`src/rtl/sparse_pkg.sv`:
```
// -----------------------------------------------------------------------------
// sparse_pkg
// Shared token definitions for the sparse accelerator tile.
//   - Token layout: bit 16 set marks a control token, bits [15:0] carry the
//     coordinate / position value (data) or the control code (control).
//   - Control codes: 0x1_00LL stop of level LL, 0x1_0100 DONE,
//     0x1_0200 EMPTY (filler pos word produced inside the joiner).
//   - join_class_t classifies the pair of coord heads seen by the joiner.
// -----------------------------------------------------------------------------
package sparse_pkg;

    localparam int TOKEN_W = 17;

    typedef logic [TOKEN_W-1:0] token_t;

    localparam token_t DONE_TOK  = 17'h10100;
    localparam token_t EMPTY_TOK = 17'h10200;
    localparam token_t STOP_BASE = 17'h10000;

    typedef enum logic [2:0] {
        JC_DATA_DATA,   // both heads are coordinates
        JC_DATA_CTRL,   // side 0 coordinate, side 1 control
        JC_CTRL_DATA,   // side 0 control, side 1 coordinate
        JC_STOP_STOP,   // both heads are stop tokens
        JC_DONE_DONE,   // both heads are DONE
        JC_DONE_STOP,   // malformed: side 0 DONE, side 1 stop
        JC_STOP_DONE,   // malformed: side 0 stop, side 1 DONE
        JC_OTHER        // unrecognised control combination
    } join_class_t;

    function automatic logic is_ctrl(input token_t tok);
        return tok[TOKEN_W-1];
    endfunction

    // Stop tokens occupy 0x1_0000..0x1_00FF: only the level byte may be set.
    function automatic logic is_stop(input token_t tok);
        return tok[TOKEN_W-1] && (tok[15:8] == 8'h00);
    endfunction

    function automatic logic is_done(input token_t tok);
        return tok == DONE_TOK;
    endfunction

    function automatic join_class_t classify(input token_t c0, input token_t c1);
        if (!is_ctrl(c0) && !is_ctrl(c1)) return JC_DATA_DATA;
        if (!is_ctrl(c0))                 return JC_DATA_CTRL;
        if (!is_ctrl(c1))                 return JC_CTRL_DATA;
        if (is_stop(c0) && is_stop(c1))   return JC_STOP_STOP;
        if (is_done(c0) && is_done(c1))   return JC_DONE_DONE;
        if (is_done(c0) && is_stop(c1))   return JC_DONE_STOP;
        if (is_stop(c0) && is_done(c1))   return JC_STOP_DONE;
        return JC_OTHER;
    endfunction

endpackage

```
`src/rtl/sparse_reg_fifo.sv`:
```
// -----------------------------------------------------------------------------
// sparse_reg_fifo
// Small register-based FIFO used on each joiner output.
// Ports:
//   clk          in   rising-edge clock
//   i_flush      in   synchronous active-high clear of pointers and count
//   i_clk_en     in   0 = hold all state
//   i_push       in   write i_push_data (ignored when full)
//   i_push_data  in   WIDTH-bit word
//   i_pop        in   drop head word (ignored when empty)
//   o_pop_data   out  head word
//   o_empty      out  no words stored
//   o_full       out  DEPTH words stored
// Push and pop in the same cycle are both honoured; pointers wrap modulo
// DEPTH, which must be a power of two.
// -----------------------------------------------------------------------------
module sparse_reg_fifo #(
    parameter int WIDTH = 17,
    parameter int DEPTH = 2
) (
    input  logic             clk,
    input  logic             i_flush,
    input  logic             i_clk_en,
    input  logic             i_push,
    input  logic [WIDTH-1:0] i_push_data,
    input  logic             i_pop,
    output logic [WIDTH-1:0] o_pop_data,
    output logic             o_empty,
    output logic             o_full
);

    localparam int PTR_W = (DEPTH > 1) ? $clog2(DEPTH) : 1;

    logic [WIDTH-1:0] r_mem [DEPTH];
    logic [PTR_W-1:0] r_wr_ptr;
    logic [PTR_W-1:0] r_rd_ptr;
    logic [PTR_W:0]   r_count;

    logic w_do_push;
    logic w_do_pop;

    assign o_empty    = (r_count == '0);
    assign o_full     = (r_count == (PTR_W+1)'(DEPTH));
    assign o_pop_data = r_mem[r_rd_ptr];

    assign w_do_push = i_clk_en & i_push & ~o_full;
    assign w_do_pop  = i_clk_en & i_pop  & ~o_empty;

    // NOTE: sequential state uses non-blocking assignments so every register
    // samples the pre-edge values, independent of statement order.
    always_ff @(posedge clk) begin
        if (i_flush) begin
            r_wr_ptr <= '0;
            r_rd_ptr <= '0;
            r_count  <= '0;
        end else begin
            if (w_do_push) r_wr_ptr <= r_wr_ptr + 1'b1;
            if (w_do_pop)  r_rd_ptr <= r_rd_ptr + 1'b1;
            case ({w_do_push, w_do_pop})
                2'b10:   r_count <= r_count + 1'b1;
                2'b01:   r_count <= r_count - 1'b1;
                default: r_count <= r_count;
            endcase
        end
    end

    // NOTE: storage is deliberately not reset; the count gates every read,
    // so stale contents are never observed and the array stays plain flops.
    always_ff @(posedge clk) begin
        if (w_do_push) r_mem[r_wr_ptr] <= i_push_data;
    end

endmodule

```
`src/rtl/sparse_joiner_unit.sv`:
```
// -----------------------------------------------------------------------------
// sparse_joiner_unit
// Two-input sparse coordinate joiner: merges two sorted (coord,pos) fiber
// streams into one coord stream plus two aligned pos streams, as a union
// (joiner_op=1) or an intersection (joiner_op=0). Stop/DONE tokens pass
// through aligned on all three outputs.
// Ports:
//   clk, flush (sync active-high clear), clk_en (0 = freeze),
//   tile_en (0 = all valid/ready low), joiner_op (1 union, 0 intersect)
//   coord_in_k / pos_in_k   input pairs, valid in / ready out (k = 0,1)
//   coord_out, pos_out_0/1  outputs, valid out / ready in, drained independently
// A side is consumed only as a whole (coord,pos) pair. Emitted words land in
// three output FIFOs in the same edge, so output valid follows a pop by one
// cycle.
// -----------------------------------------------------------------------------
module sparse_joiner_unit
    import sparse_pkg::*;
#(
    parameter int DATA_WIDTH = 16,
    parameter int FIFO_DEPTH = 2
) (
    input  logic                clk,
    input  logic                flush,
    input  logic                clk_en,
    input  logic                tile_en,
    input  logic                joiner_op,

    input  logic [DATA_WIDTH:0] coord_in_0,
    input  logic                coord_in_0_valid,
    output logic                coord_in_0_ready,
    input  logic [DATA_WIDTH:0] pos_in_0,
    input  logic                pos_in_0_valid,
    output logic                pos_in_0_ready,

    input  logic [DATA_WIDTH:0] coord_in_1,
    input  logic                coord_in_1_valid,
    output logic                coord_in_1_ready,
    input  logic [DATA_WIDTH:0] pos_in_1,
    input  logic                pos_in_1_valid,
    output logic                pos_in_1_ready,

    output logic [DATA_WIDTH:0] coord_out,
    output logic                coord_out_valid,
    input  logic                coord_out_ready,
    output logic [DATA_WIDTH:0] pos_out_0,
    output logic                pos_out_0_valid,
    input  logic                pos_out_0_ready,
    output logic [DATA_WIDTH:0] pos_out_1,
    output logic                pos_out_1_valid,
    input  logic                pos_out_1_ready
);

    token_t      w_c0, w_c1, w_p0, w_p1;
    join_class_t w_class;

    logic   w_pop0, w_pop1, w_emit;
    token_t w_out_c, w_out_p0, w_out_p1;

    logic   w_active;
    logic   w_full_c, w_full_p0, w_full_p1;
    logic   w_empty_c, w_empty_p0, w_empty_p1;

    // Holds input readies low on the cycle right after a flush.
    logic   r_post_flush;

    assign w_c0 = coord_in_0;
    assign w_c1 = coord_in_1;
    assign w_p0 = pos_in_0;
    assign w_p1 = pos_in_1;

    assign w_class = classify(w_c0, w_c1);

    always_ff @(posedge clk) begin
        if (flush)       r_post_flush <= 1'b1;
        else if (clk_en) r_post_flush <= 1'b0;
    end

    // A decision is taken only with both pairs present and room in all FIFOs.
    assign w_active = tile_en & clk_en & ~flush & ~r_post_flush
                    & coord_in_0_valid & pos_in_0_valid
                    & coord_in_1_valid & pos_in_1_valid
                    & ~w_full_c & ~w_full_p0 & ~w_full_p1;

    // NOTE: every output of this block is assigned a default before the case,
    // so no path leaves a value held and no latch is inferred.
    always_comb begin
        w_pop0   = 1'b0;
        w_pop1   = 1'b0;
        w_emit   = 1'b0;
        w_out_c  = w_c0;
        w_out_p0 = w_p0;
        w_out_p1 = w_p1;
        case (w_class)
            JC_DATA_DATA: begin
                if (w_c0 == w_c1) begin
                    w_pop0 = 1'b1;
                    w_pop1 = 1'b1;
                    w_emit = 1'b1;
                end else if (w_c0 < w_c1) begin
                    w_pop0   = 1'b1;
                    w_emit   = joiner_op;
                    w_out_p1 = EMPTY_TOK;
                end else begin
                    w_pop1   = 1'b1;
                    w_emit   = joiner_op;
                    w_out_c  = w_c1;
                    w_out_p0 = EMPTY_TOK;
                end
            end
            // Data against a control token: the data side is drained until
            // the other side's fiber boundary is reached.
            JC_DATA_CTRL: begin
                w_pop0   = 1'b1;
                w_emit   = joiner_op;
                w_out_p1 = EMPTY_TOK;
            end
            JC_CTRL_DATA: begin
                w_pop1   = 1'b1;
                w_emit   = joiner_op;
                w_out_c  = w_c1;
                w_out_p0 = EMPTY_TOK;
            end
            JC_STOP_STOP: begin
                w_pop0   = 1'b1;
                w_pop1   = 1'b1;
                w_emit   = 1'b1;
                w_out_p0 = w_c0;
                w_out_p1 = w_c0;
            end
            JC_DONE_DONE: begin
                w_pop0   = 1'b1;
                w_pop1   = 1'b1;
                w_emit   = 1'b1;
                w_out_c  = DONE_TOK;
                w_out_p0 = DONE_TOK;
                w_out_p1 = DONE_TOK;
            end
            JC_DONE_STOP: w_pop1 = 1'b1;
            JC_STOP_DONE: w_pop0 = 1'b1;
            // Unknown control pairs are discarded so the stream cannot lock up.
            default: begin
                w_pop0 = 1'b1;
                w_pop1 = 1'b1;
            end
        endcase
    end

    assign coord_in_0_ready = w_active & w_pop0;
    assign pos_in_0_ready   = w_active & w_pop0;
    assign coord_in_1_ready = w_active & w_pop1;
    assign pos_in_1_ready   = w_active & w_pop1;

    assign coord_out_valid = ~w_empty_c  & tile_en & ~flush;
    assign pos_out_0_valid = ~w_empty_p0 & tile_en & ~flush;
    assign pos_out_1_valid = ~w_empty_p1 & tile_en & ~flush;

    sparse_reg_fifo #(.WIDTH(DATA_WIDTH+1), .DEPTH(FIFO_DEPTH)) u_fifo_coord (
        .clk         (clk),
        .i_flush     (flush),
        .i_clk_en    (clk_en),
        .i_push      (w_active & w_emit),
        .i_push_data (w_out_c),
        .i_pop       (coord_out_valid & coord_out_ready),
        .o_pop_data  (coord_out),
        .o_empty     (w_empty_c),
        .o_full      (w_full_c)
    );

    sparse_reg_fifo #(.WIDTH(DATA_WIDTH+1), .DEPTH(FIFO_DEPTH)) u_fifo_pos0 (
        .clk         (clk),
        .i_flush     (flush),
        .i_clk_en    (clk_en),
        .i_push      (w_active & w_emit),
        .i_push_data (w_out_p0),
        .i_pop       (pos_out_0_valid & pos_out_0_ready),
        .o_pop_data  (pos_out_0),
        .o_empty     (w_empty_p0),
        .o_full      (w_full_p0)
    );

    sparse_reg_fifo #(.WIDTH(DATA_WIDTH+1), .DEPTH(FIFO_DEPTH)) u_fifo_pos1 (
        .clk         (clk),
        .i_flush     (flush),
        .i_clk_en    (clk_en),
        .i_push      (w_active & w_emit),
        .i_push_data (w_out_p1),
        .i_pop       (pos_out_1_valid & pos_out_1_ready),
        .o_pop_data  (pos_out_1),
        .o_empty     (w_empty_p1),
        .o_full      (w_full_p1)
    );

endmodule

```
`config.mk`:
```
export PLATFORM = sky130hd
export DESIGN_NAME = sparse_joiner_unit
export DESIGN_NICKNAME = d
export VERILOG_FILES = /design/src/rtl/sparse_pkg.sv /design/src/rtl/sparse_reg_fifo.sv /design/src/rtl/sparse_joiner_unit.sv
export SDC_FILE = /design/constraint.sdc
export NUM_CORES = 1
export LEC_CHECK = 0
export CAP_MARGIN = 0
export CORE_UTILIZATION = 50
export DETAILED_ROUTE_END_ITERATION = 12
export PLACE_DENSITY = 0.85
export SLEW_MARGIN = 20
export SYNTH_ARGS = -nofsm -noshare
export SYNTH_HDL_FRONTEND = slang
export SYNTH_HIERARCHICAL = 1
export SYNTH_SLANG_ARGS = --single-unit
```
`constraint.sdc`:
```
create_clock -name clk -period 4.8 [get_ports clk]
set_clock_uncertainty 0.05 [all_clocks]
set_input_delay 0.96 -clock clk [delete_from_list [all_inputs] [get_ports clk]]
set_output_delay 0.96 -clock clk [all_outputs]
set_load 0.01 [all_outputs]
```
# Word level (Yosys, flattened, before mapping)
# Memories as Yosys holds them, arrays and structs flattened. A register that Yosys moved wholly into a read port is not among the register bits.
# Index checks and enable logic that the tools add are counted.
dict set report totals {
  reg_bits 13
  ram_bits 102
  in_bits 80
  output_inout_bits 58
  memories 3
}
# memory depth width rd rd_ports_with_merged_regs write_ports line
set memory_table {}
lappend memory_table {u_fifo_coord.r_mem 2 17 1 1 1 sparse_reg_fifo.sv:34} ;# logic [WIDTH-1:0] r_mem [DEPTH];
lappend memory_table {u_fifo_pos0.r_mem 2 17 1 1 1 sparse_reg_fifo.sv:34}
lappend memory_table {u_fifo_pos1.r_mem 2 17 1 1 1 sparse_reg_fifo.sv:34}
dict set report classes {
  n_addsub 12
  n_lt_le_gt_ge 1
  n_eq_ne 18
  muxes 77
  bitwise_logic 40
  reduce_logical 22
}
# operator count
set op_table {}
lappend op_table {{$pmux W17 S4} 2}
lappend op_table {{$mux W17} 6}
lappend op_table {{$mux W3} 17}
lappend op_table {{$pmux W17 S3} 1}
lappend op_table {{$mux W1} 45}
lappend op_table {{$eq A17 B17 Y1 const B} 2}
lappend op_table {{$and A1 B1 Y1} 32}
lappend op_table {{$eq A17 B17 Y1} 1}
lappend op_table {{$lt A17 B17 Y1} 1}
lappend op_table {{$logic_not A8 Y1} 2}
lappend op_table {{$eq A2 B2 Y1 const B} 6}
lappend op_table {{$pmux W2 S2} 3}
lappend op_table {{$eq A3 B3 Y1 const B} 3}
lappend op_table {{$not A1 Y1} 8}
lappend op_table {{$reduce_or A2 Y1} 4}
lappend op_table {{$logic_and A1 B1 Y1} 7}
lappend op_table {{$add A1 B1 Y1 const B} 6}
lappend op_table {{$add A2 B1 Y2 const B} 3}
lappend op_table {{$eq A2 B1 Y1 const B} 3}
lappend op_table {{$eq A3 B2 Y1 const B} 2}
lappend op_table {{$logic_not A2 Y1} 3}
lappend op_table {{$reduce_bool A2 Y1} 3}
lappend op_table {{$sub A2 B1 Y2 const B} 3}
lappend op_table {{$pmux W1 S2} 2}
lappend op_table {{other kinds (4)} 5}

# Depth between registers and ports, before layout
dict set report depth {
  ltp_word 39
  mapped_depth 14
  mapped_depth_nobuf 13
}

# By module
# The synthesis kept the hierarchy.
# mod n_inst cells_each area_per_inst_um2 seq_area_each_um2
set modules_own_cells {}
lappend modules_own_cells {sparse_reg_fifo 3 81 1448.9 1121.1}
lappend modules_own_cells {sparse_joiner_unit 1 210 1488.9 20.0}

# Least setup slack after synthesis
# No wires, ideal clock.
dict set report synth_timing {
  kind {input to register}
  from {input port coord_in_1[8]}
  to {memory u_fifo_pos1.r_mem[1][0] (enable)}
  setup_time_ps 391
  arrival_ps 3588
  t_required_ps 4359
  slack_ps 771
  stages 11
  n_path_buf 1
  cell_sequence {clkbuf_1 -> inv_1 -> ha_1 -> nand2_1 -> nor4_1 -> and4_1 -> a2bb2oi_1 -> o21a_1 -> nand2_1 -> or2_2 -> nor2_1}
}
dict set report synth_via {
  elab_chain_cells 24
}
# item line
set synth_lines {}
lappend synth_lines {{from (decl)} sparse_joiner_unit.sv:35} ;# input logic [DATA_WIDTH:0] coord_in_1,
lappend synth_lines {{$eq A17 B17 Y1} sparse_pkg.sv:41} ;# return tok == DONE_TOK;
lappend synth_lines {{$logic_and A1 B1 Y1} sparse_pkg.sv:51} ;# if (is_stop(c0) && is_done(c1)) return JC_STOP_DONE;
lappend synth_lines {{$mux W1 (2 in series)} sparse_pkg.sv:51}
lappend synth_lines {{$mux W1} sparse_pkg.sv:50} ;# if (is_done(c0) && is_stop(c1)) return JC_DONE_STOP;
lappend synth_lines {{$mux W1} sparse_pkg.sv:49} ;# if (is_done(c0) && is_done(c1)) return JC_DONE_DONE;
lappend synth_lines {{$mux W1} sparse_pkg.sv:48} ;# if (is_stop(c0) && is_stop(c1)) return JC_STOP_STOP;
lappend synth_lines {{$mux W1} sparse_pkg.sv:47} ;# if (!is_ctrl(c1)) return JC_CTRL_DATA;
lappend synth_lines {{$mux W1} sparse_pkg.sv:46} ;# if (!is_ctrl(c0)) return JC_DATA_CTRL;
lappend synth_lines {{[... 6 more ...]} n/a}
lappend synth_lines {{$mux W3} sparse_pkg.sv:46}
lappend synth_lines {{$eq A3 B3 Y1 (tied with other cells)} sparse_joiner_unit.sv:93} ;# case (w_class)
lappend synth_lines {{$reduce_or A2 Y1 (no line)} n/a}
lappend synth_lines {{$pmux W1 S3 *} sparse_joiner_unit.sv:93}
lappend synth_lines {{$and A1 B1 Y1 *} sparse_joiner_unit.sv:185} ;# .i_push (w_active & w_emit),
lappend synth_lines {{$and A1 B1 Y1 * (2 in series)} sparse_reg_fifo.sv:46} ;# assign w_do_push = i_clk_en & i_push & ~o_full;
lappend synth_lines {{$mux W1 *} sparse_reg_fifo.sv:70} ;# if (w_do_push) r_mem[r_wr_ptr] <= i_push_data;
lappend synth_lines {{$mux W1 (not written as such) *} sparse_reg_fifo.sv:70}
lappend synth_lines {{to (decl)} sparse_reg_fifo.sv:34}
# Every way passes the cells marked *; elsewhere a longest branch is shown, timed or not. The select of a mux whose other input is x is not followed.

# Worst setup path in the final report
dict set report layout_timing {
  from {input port coord_in_0[4]}
  to {output port coord_in_0_ready}
}
dict set report layout_via {
  elab_chain_cells 18
}
# item line
set layout_lines {}
lappend layout_lines {{from (decl)} sparse_joiner_unit.sv:28} ;# input logic [DATA_WIDTH:0] coord_in_0,
lappend layout_lines {{$eq A17 B17 Y1} sparse_pkg.sv:41}
lappend layout_lines {{$logic_and A1 B1 Y1} sparse_pkg.sv:50}
lappend layout_lines {{$mux W1 (2 in series)} sparse_pkg.sv:50}
lappend layout_lines {{$mux W1} sparse_pkg.sv:49}
lappend layout_lines {{$mux W1} sparse_pkg.sv:48}
lappend layout_lines {{$mux W1} sparse_pkg.sv:47}
lappend layout_lines {{$mux W1} sparse_pkg.sv:46}
lappend layout_lines {{$mux W3} sparse_pkg.sv:51}
lappend layout_lines {{$mux W3} sparse_pkg.sv:50}
lappend layout_lines {{$mux W3} sparse_pkg.sv:49}
lappend layout_lines {{$mux W3} sparse_pkg.sv:48}
lappend layout_lines {{$mux W3} sparse_pkg.sv:47}
lappend layout_lines {{$mux W3} sparse_pkg.sv:46}
lappend layout_lines {{$eq A3 B2 Y1 or $eq A3 B3 Y1 (tied branches)} sparse_joiner_unit.sv:93}
lappend layout_lines {{$reduce_or A2 Y1 (no line)} n/a}
lappend layout_lines {{$pmux W1 S2 *} sparse_joiner_unit.sv:93}
lappend layout_lines {{$and A1 B1 Y1 *} sparse_joiner_unit.sv:148} ;# assign coord_in_0_ready = w_active & w_pop0;
lappend layout_lines {{to (decl)} sparse_joiner_unit.sv:30} ;# output logic coord_in_0_ready,
# Marks and branches as above.

==> summary.md <==
| Metric | Value |
|---|---|
| Uppermost layer routed | `met4` |
| Hold path start | `r_post_flush$_SDFFE_PP1P_` |
| Worst path bufs/invs | `3` |
| Core box area | `0.01142 mm²` |
| Minimum clock period | `4.687 ns` |
| Final Hold Fails | `0` |
| Met3 wire length | `1070 µm` |
| Clock power frac | `46.6%` |
| Mean Syn Cell Area | `12.88 µm²` |
| RSZ-0062 raised after global routing | `false` |
| Crit Path Class | `input pin to primary output` |
| First-pass GRT wire length | `23480 µm` |
| I/O Pins | `138` |
| Outcome | `finished clean` |
| Die W | `110.0 µm` |
| Num rows | `39` |
| Flop-to-flop setup slack | `2.16 ns` |
| Top FF cell, synth | `edfxtp_1` |
| Top cells by count, synth | `edfxtp_1, mux2_2, a22o_1` |
| Remaining antenna violation count | `0` |
| Worst rel slew slack | `40.00%` |
| Clock tree root buffer cell | `clkbuf_16` |
| Wirelength per Cell | `19.99 µm` |
| Measured slew at the worst slew-check pin | `0.8988 ns` |
| Filler cell count | `781` |
| Synth Instances | `453` |
| Setup TNS Final | `0 ns` |
| Post-synth EDFFs | `102` |
| Combinational share of power | `9.9%` |
| CTS H-tree lvls | `4` |
| Starting Density | `51.11%` |
| Met2 Wirelength | `7954 µm` |
| Die Span Y | `110.0 µm` |
| Mapped Area | `0.005836 mm²` |
| Number of port buffers | `137` |
| Crit-path cells | `clkdlybuf4s50_1 > nor4_2 > a21boi_0 > o31a_1 > buf_4 > and2_1 > a21oi_1 > and3_1 > clkdlybuf4s50_1` |
| Ant diodes | `0` |
| Main area contributors after synthesis | `edfxtp_1, mux2_2, dfxtp_1` |
| R2R depth | `10` |
| Critical path capture point type | `primary output` |
| Crit path required time | `3.79 ns` |
| Synthesis-to-finish area growth | `41.06%` |
| Cell with the most instances after synthesis | `edfxtp_1` |
| #FFs+latches synth | `118` |
| Switch Pwr | `587.5 µW` |
| Max Fclk | `213.3 MHz` |
| Hold path cells | `1` |
| Cell Int Power | `1994 µW` |
| Placer Congestion | `0.9283` |
| Via Count | `4584` |
| Layout cells sized above 1 | `21.74%` |
| Finished Cell Area | `0.008232 mm²` |
| DR pass1 iterations | `5` |
| Worst r2r src | `u_fifo_pos1/r_count[0]$_SDFFE_PP0P_` |
| Post-DR vias/cell | `5.825` |
| Synth top area share | `52.49%` |
| Worst EP arrival | `3.68 ns` |
| Hold endpoint | `r_post_flush$_SDFFE_PP1P_` |
| Final HPWL DP | `11390 µm` |
| M1 WL | `6075 µm` |
| Final Setup Violations | `0` |
| Hold Path Class | `flip-flop to flip-flop` |
| YS warnings | `6` |
| Placed instance area | `0.007562 mm²` |
| Clk Latency, worst-skew pair | `0.41 ns` |
| Initial antenna violation count | `0` |
| Largest net degree at the start of global routing | `18` |
| Routed WL | `15730 µm` |
| P_leak | `0.003111 µW` |
| Peak supply drop | `0.2093 mV` |
| DRC | `0` |
| Fin nets | `734` |
| Grt ovf | `0` |
| Reg clk slew, reported paths | `0.06 ns` |
| Peak per-stage delay on the critical path | `0.57 ns` |
| Setup crit start kind | `input pin` |
| Final critical-path share of the clock period | `97.66%` |
| Vias in the first global route | `4697` |
| Asr flop ratio synth | `0%` |
| Crit path max fanout | `4` |
| Hold_ws | `0.4063 ns` |
| Register share of total power | `43.6%` |
| Syn Nets | `556` |
| Post-synthesis sequential area ratio | `57.98%` |
| TritonCTS clock tree | `done` |
| Most common cell on crit path | `clkdlybuf4s50_1` |
| Synth area leader | `edfxtp_1` |
| Core Util, Final | `72.09%` |
| Number of buffers created by CTS | `17` |
| CTS sink cnt | `118` |
| Crit-path slowest cell | `clkdlybuf4s50_1` |
| Pwr dens | `313.6 mW/mm²` |
| GRT Total Usage | `27.03%` |
| Pins Over Slew Limit | `0` |
| Switching part of the total | `22.75%` |
| Top delay family on crit path | `buffers and inverters` |
| Cell variety after synth | `52` |
| Die Area | `0.01211 mm²` |
| Total of max-cap violations | `0` |
| RR Endpoint | `u_fifo_pos1/r_count[1]$_SDFFE_PP0P_` |
| Drt first-iter violations | `301` |
| Maximum root-to-sink buffer count | `2` |
==> routing by layer <==
metal | up-vias | track usage, %
li1 | 2094 | -
met1 | 2217 | 31.17
met2 | 218 | 45.40
met3 | 55 | 6.467
met4 | 0 | 16.76
met5 | - | 0
==> area by class of cell <==
| type | instances | area (µm²) | area share (%) |
|---|---|---|---|
| clock inverters | 12 | 83.83 | 1.018 |
| flip-flops and latches | 118 | 3383 | 41.10 |
| repair buffers | 174 | 1662 | 20.19 |
| inverters | 29 | 108.9 | 1.322 |
| clock buffers | 20 | 489.2 | 5.943 |
| multi-input cells | 291 | 2326 | 28.26 |
| well taps | 143 | 178.9 | 2.174 |
==> how the worst max path moves through the flow <==
stage,end,slack (ns),startpoint,depth (start not counted)
after detailed placement,pos_in_1_ready,-0.02,coord_in_0[16],11
after global routing,coord_in_0_ready,0.02,coord_in_1[13],11
final,coord_in_0_ready,0.11,coord_in_0[4],9
after CTS,pos_in_1_ready,0.00003,coord_in_1[13],13
after global placement,coord_in_1_ready,0.02,coord_in_0[16],11
after floorplan,u_fifo_pos1/r_mem[1][0]$_DFFE_PP_,0.77,coord_in_1[8],11
==> stage by stage <==
stage / power (µW) / instances / worst slack, ns
6_report: 2582 / 787 / 0.1125
3_5_place_dp: 1385 / 752 / -0.02410
5_1_grt: 2664 / 787 / 0.02001
4_1_cts: 2592 / 785 / 0.00003109
2_1_floorplan: 1257 / 453 / 0.7711
3_3_place_gp: 1376 / 752 / 0.02031
==> power by group through the flow <==
stage	Clock (µW)	Sequential [µW]	Combinational (µW)
2_1_floorplan	0	1150	110
3_3_place_gp	0	1150	230
3_5_place_dp	0	1150	239
4_1_cts	1220	1130	245
5_1_grt	1270	1120	269
6_report	1200	1130	254
==> cell families after synthesis <==
logic type,after synthesis,synth area share [%]
flip-flops,118,57.98
AO/OA/AOI/OAI,103,12.99
adder cells (fa/ha/maj),23,4.931
buffers and inverters,44,3.302
XOR/XNOR,6,0.9007
AND/OR/NAND/NOR,108,10.06
multiplexers,51,9.841
==> cells in the final DEF (no fill, tap or decap), types with 3 or more instances in the layout <==
master / Yosys / routed
a22o_1: 32 / 32
mux2_2: 51 / 51
clkbuf_16: 0 / 19
nand2_1: 15 / 15
inv_6: 0 / 3
xor2_1: 3 / 3
edfxtp_1: 102 / 102
nor2_1: 24 / 24
dlymetal6s2s_1: 0 / 5
or3_1: 10 / 10
inv_1: 29 / 29
dfxtp_1: 16 / 16
ha_1: 23 / 22
or2_2: 4 / 4
a21o_1: 7 / 7
a21oi_1: 22 / 22
buf_4: 2 / 37
o21a_1: 4 / 4
nor3_1: 5 / 4
nand3_1: 7 / 6
nand4_1: 5 / 5
inv_4: 0 / 5
nor2b_1: 5 / 5
and2_1: 16 / 16
xnor2_1: 3 / 3
nor4_2: 1 / 6
clkdlybuf4s50_1: 0 / 132
o21ai_0: 15 / 14
==> state kept, by name (all words and copies together), names as in the netlist, named ones only <==
register / count
u_fifo_coord/r_wr_ptr: 1
u_fifo_pos1/r_count: 2
u_fifo_coord/r_rd_ptr: 1
u_fifo_pos0/r_count: 2
u_fifo_pos0/r_mem: 34
u_fifo_coord/r_mem: 34
u_fifo_pos1/r_mem: 34
r_post_flush: 1
u_fifo_pos1/r_wr_ptr: 1
u_fifo_pos1/r_rd_ptr: 1
u_fifo_pos0/r_wr_ptr: 1
u_fifo_pos0/r_rd_ptr: 1
u_fifo_coord/r_count: 2
==> what timing repair did <==
action / 4_1_cts / 5_1_grt
hold buffers: 0 / 0
setup endpoints to repair: 2 / 4
pin swaps: 2 / 9
resized for setup: 5 / 12
endpoints found under the hold margin: 0 / 0
buffers inserted: 1 / 2
Power figures use the tool's default switching activity.
